--- src/rtl/cla_addsub_seq.sv ---
// rtl/cla_addsub_seq.sv - multi-cycle group carry-lookahead adder/subtractor
module cla_addsub_seq #(
    parameter int WIDTH = 16,
    parameter int GRP   = 4
) (
    input  logic             clk,
    input  logic             rst,
    input  logic             start,
    input  logic             sub,
    input  logic             cin,
    input  logic [WIDTH-1:0] a,
    input  logic [WIDTH-1:0] b,
    output logic             busy,
    output logic             done,
    output logic [WIDTH-1:0] sum,
    output logic             cout,
    output logic             ovf
);
    localparam int NGRP = WIDTH / GRP;
    localparam int IW   = (NGRP > 1) ? $clog2(NGRP) : 1;
    localparam logic [IW-1:0] LAST = IW'(NGRP - 1);

    if ((GRP < 1) || (WIDTH < GRP) || ((WIDTH % GRP) != 0)) begin : g_bad_param
        $error("cla_addsub_seq: WIDTH must be a non-zero multiple of GRP");
    end

    typedef enum logic {IDLE, RUN} state_t;

    state_t           state;
    state_t           state_nx;
    logic [IW-1:0]    idx;
    logic             carry;
    logic [WIDTH-1:0] a_r;
    logic [WIDTH-1:0] bx_r;
    logic [GRP-1:0]   ga;
    logic [GRP-1:0]   gb;
    logic [GRP-1:0]   p;
    logic [GRP-1:0]   g;
    logic [GRP-1:0]   s;
    // cc[0] is the incoming group carry, cc[i+1] is the carry out of bit i
    logic [GRP:0]     cc;
    logic             acc;
    logic             term;

    assign busy = (state == RUN);

    // Select the operand slices of the group currently being evaluated
    always_comb begin
        ga = '0;
        gb = '0;
        for (int k = 0; k < NGRP; k++) begin
            if (idx == IW'(k)) begin
                ga = a_r[k*GRP +: GRP];
                gb = bx_r[k*GRP +: GRP];
            end
        end
    end

    // Fully expanded lookahead carries for one group (sum of products, no ripple)
    always_comb begin
        p     = ga ^ gb;
        g     = ga & gb;
        cc    = '0;
        acc   = 1'b0;
        term  = 1'b0;
        cc[0] = carry;
        for (int i = 0; i < GRP; i++) begin
            acc = carry;
            for (int j = 0; j <= i; j++) begin
                acc = acc & p[j];
            end
            for (int j = 0; j <= i; j++) begin
                term = g[j];
                for (int k = j + 1; k <= i; k++) begin
                    term = term & p[k];
                end
                acc = acc | term;
            end
            cc[i+1] = acc;
        end
        s = p ^ cc[GRP-1:0];
    end

    // Next-state logic: run one group per cycle, return to idle after the last group
    always_comb begin
        state_nx = state;
        case (state)
            IDLE:    if (start) state_nx = RUN;
            RUN:     if (idx == LAST) state_nx = IDLE;
            default: state_nx = IDLE;
        endcase
    end

    // State register, operand latch, per-group result write and completion flags
    always_ff @(posedge clk) begin
        if (rst) begin
            state <= IDLE;
            idx   <= '0;
            carry <= 1'b0;
            a_r   <= '0;
            bx_r  <= '0;
            sum   <= '0;
            cout  <= 1'b0;
            ovf   <= 1'b0;
            done  <= 1'b0;
        end else begin
            state <= state_nx;
            done  <= 1'b0;
            if (state == IDLE) begin
                if (start) begin
                    a_r   <= a;
                    bx_r  <= sub ? ~b : b;
                    carry <= sub | cin;
                    idx   <= '0;
                end
            end else begin
                for (int k = 0; k < NGRP; k++) begin
                    if (idx == IW'(k)) sum[k*GRP +: GRP] <= s;
                end
                carry <= cc[GRP];
                idx   <= idx + 1'b1;
                if (idx == LAST) begin
                    idx  <= '0;
                    done <= 1'b1;
                    cout <= cc[GRP];
                    ovf  <= cc[GRP] ^ cc[GRP-1];
                end
            end
        end
    end
endmodule
--- config.mk ---
export PLATFORM = sky130hd
export DESIGN_NAME = cla_addsub_seq
export DESIGN_NICKNAME = d
export VERILOG_FILES = /design/src/rtl/cla_addsub_seq.sv
export SDC_FILE = /design/constraint.sdc
export NUM_CORES = 1
export LEC_CHECK = 0
export ABC_AREA = 1
export CORE_MARGIN = 1.5
export CORE_UTILIZATION = 50
export DETAILED_ROUTE_END_ITERATION = 16
export PLACE_DENSITY = 0.83
export SLEW_MARGIN = 20
export SYNTH_ARGS = -nofsm -noshare
export SYNTH_HDL_FRONTEND = slang
export SYNTH_SLANG_ARGS = --single-unit
export TNS_END_PERCENT = 100
--- constraint.sdc ---
create_clock -name clk -period 2.9 [get_ports clk]
set_input_delay 0.58 -clock clk [delete_from_list [all_inputs] [get_ports clk]]
set_output_delay 0.58 -clock clk [all_outputs]
set_load 0.005 [all_outputs]
==> impl_results.md <==
* Cell count after synthesis at 335
* Cts bufs inserted at 5
* H-tree depth reported by CTS at 2
* Number of slew-limit violations in the final report at 0
* Chain of cells forming the critical path: inv_1 -> ha_1 -> inv_4 -> nor2_1 -> o31ai_1 -> o21ai_1 -> inv_1 -> ha_1 -> ha_1 -> nand3_1 -> nand4_1 -> nand2_2 -> nand3_1 -> nand2_1 -> inv_1
* DRC marker count from the first detailed-route iteration at 138
* Crit Path Max Fanout at 11
* Xor and xnor fraction of the mapped netlist area at 6.10%
* Antenna cell count at 0
* Maximum vdd ir drop at 0.000413 V
* TritonCTS clock tree: done
* Part of the power in combinational logic at 21.2%
* Width of the die at 74.9 µm
* Setup WS pre-CTS at 0.280 ns
* Share of the synthesized area in the top cell type at 42.6%
* Wire length per cell at 12.2 µm
* Result of the run: complete, no violations
* Psw at 440 µW
* Number of ports placed on the die boundary at 57
* Number of hold violations in the final report at 0
* Portion of the post-synthesis area used by sequential elements at 42.6%
* Worst hold margin at 0.476 ns
* Fraction of registers with async set or reset after synthesis at 0%
* Combinational family with the most area after synthesis: compound AO/OA/AOI/OAI gates
* Standard cell with the maximum stage delay on the critical path: dfxtp_1
* HPWL reported at the end of detailed placement at 4170 µm
* Period Utilization, post-route at 89.6%
* First-pass GRT wire length at 9220 µm
* Data arrival time of the critical path at 2.80 ns
* Final-stage net count at 430
* Family with the most delay on the worst path: adder cells
* Layout cell share with drive strength beyond 1 at 5.73%
* Startpoint type of the worst setup path: flip-flop
* Max-slew headroom at the worst pin at 62.0%
* Non-Filler Cell Area, Final at 0.00323 mm²
* CP bufs+invs at 4
* Achievable frequency at 385 MHz
* Simple-gate portion of the synthesized area at 17.4%
* Number of storage elements in the synthesis netlist at 55
* Worst-case clock skew at 0.00461 ns
* Hold crit path type: reg2reg
* Final Routed Wirelength at 5510 µm
* Leading area contributor after synthesis: dfxtp_1
* Required arrival time at the worst endpoint at 3.10 ns
* Overall die height at 74.9 µm
* Most frequent cells after synthesis: nor2_1 (57), dfxtp_1 (55), o21ai_0 (49)
* Cell area power density at 502 mW/mm²
* Max_cap viols at 0
* Number of rows created at floorplan at 25
* CORE AREA at 0.00485 mm²
* Number of antenna-violating nets in the routed design at 0
* Die ar. at 0.00560 mm²
* Sequential share of power at 51.7%
* Port Buffer Count at 56
* Effective utilization at floorplan at 53.3%
* Post-route worst setup slack at 0.303 ns
* Slew of the pin with the lowest slew margin at 0.569 ns
* Initial antenna violation count at 0
* Part of the power in the clock network at 27.1%
* Overflow after GRT at 0
* Leading cell type by number of instances after synthesis: nor2_1
* Static leakage at 0.00134 µW
* Final Setup Violations at 0
* Cell chosen for the clock root: clkbuf_8
* Nets in the synthesized netlist at 382
* Area fraction in compound gates after synthesis at 19.4%
* Adder-cell area share of the yosys netlist at 5.14%
* Area growth from synthesis to layout at 25.2%
* Mean area per synthesized cell at 7.71 µm²
* Vias per cell at 5.11
* Nature of the critical path endpoint: flip-flop
* Drt drc at 0
* Number of synthesized flops with an enable pin at 0
* Placed cell areas at 0.00313 mm²
* Clock slew at reported path FFs at 0.09 ns
* Category of the critical setup timing path: reg2reg
* Clock latency on the worst-skew pair at 0.29 ns
* Total iterations of the first detailed-routing run at 4
* Total global-route track usage at 21.3%
* Share of synthesized area spent on multiplexers at 0%
* CTS Hold Buffers Added at 0
* Largest stage delay on the critical path at 0.40 ns
* Leading cell types by total area after synthesis: dfxtp_1 (43%), o21ai_0 (9.5%), nor2_1 (8.3%), a21oi_1 (6.4%), xnor2_1 (5.8%)
* Total of warnings raised by yosys at 0
* TritonCTS Sinks at 55
* Number of different library cells in the post-synthesis netlist at 29
* Vias in the first global route at 2083
* Netlist Area Pre-Place at 0.00258 mm²
* Top flip-flop cell by instance count after synthesis: dfxtp_1
* GP Congestion at 0.879
* Buffer levels on the longest clock path at 2
* Routed via count at 2306
* Internal power at 1180 µW
* Minimum clock period after layout at 2.60 ns
* Pin count of the biggest net entering global routing at 45
* Switching Fraction at 27.1%
==> registers in the layout, indices dropped and copies added (netlist names) <==
name	count
bx_r	16
busy	1
ovf	1
cout	1
done	1
carry	1
a_r	16
sum	16
idx	2
==> per-stage QoR <==
step,total power [µW],util [%],TNS [ns],instances
floorplan,1080,-,0,335
global placement,1190,64.5,0,443
detailed placement,1200,64.5,0,443
CTS,1630,66.5,0,451
global route,1710,66.7,-0.0467,451
finish,1620,66.7,0,451
==> power by group through the flow <==
stage / sequential [µW] / combinational, µW / clock [µW]
CTS: 838 / 343 / 446
global placement: 855 / 331 / 0
finish: 839 / 345 / 440
global route: 845 / 391 / 476
floorplan: 845 / 231 / 0
detailed placement: 855 / 341 / 0
==> worst register-to-register path, delay by kind of cell, from the launching register on <==
family	cells	cell delay, ns
flip-flops	1	0.40
adder cells (fa/ha/maj)	3	0.73
buffers and inverters	4	0.35
AO/OA/AOI/OAI	2	0.37
AND/OR/NAND/NOR	6	0.67
==> cells by family (layout without fill, tap and decap cells) <==
group                      after synthesis  count (layout)
AOI/OAI and AO/OA                       95              95
xor gates and xnor gates                18              18
adders and majority gates               10              10
buffers and inverters                   48              97
DFF                                     55              55
and+or+nand+nor                        109             109
==> final cells by class <==
| type | instances | area (µm²) |
|---|---|---|
| Fill cell | 423 | 1620 |
| Multi-Input combinational cell | 232 | 1250 |
| Sequential cell | 55 | 1100 |
| Timing Repair Buffer | 59 | 583 |
| Inverter | 30 | 118 |
| Clock buffer | 8 | 100 |
| Tap cell | 67 | 83.8 |
==> path summary, 6_finish.rpt <==
kind / from / end / slack (ns) / cells past startpoint
max reg2reg: idx[1] / sum[7] / 0.30 / 15
min: cout / cout / 0.48 / 2
max: idx[1] / sum[7] / 0.30 / 15
min reg2reg: cout / cout / 0.48 / 2
==> cell usage in the layout (no fill, tap or decap), types with 2 or more instances in the layout <==
master / count
a21oi_1: 33
buf_4: 3
clkbuf_8: 7
clkdlybuf4s50_1: 56
dfxtp_1: 55
ha_1: 8
inv_1: 24
inv_2: 4
inv_4: 2
nand2_1: 30
nand2_2: 2
nand3_1: 16
nor2_1: 57
o211ai_1: 4
o21ai_0: 48
o21ai_1: 4
o22ai_1: 2
xnor2_1: 17
==> layer usage <==
layer  vias to the layer above  routed length (µm)  global-route usage [%]  part of all wire (%)
met5                         -                   0                       0                     0
met1                      1031                2440                    28.1                    44
met2                        69                2600                    35.0                    47
met3                        16                 326                    4.69                   5.9
li1                       1190                   -                       -                     -
met4                         0                 140                    6.46                   2.5
==> what timing repair did <==
| item | 4_1_cts | 5_1_grt |
|---|---|---|
| buffers inserted | 0 | 0 |
| resized for setup | 0 | 4 |
| setup endpoints to repair | 0 | 7 |
Note: power is estimated with default switching activity, not from simulation.
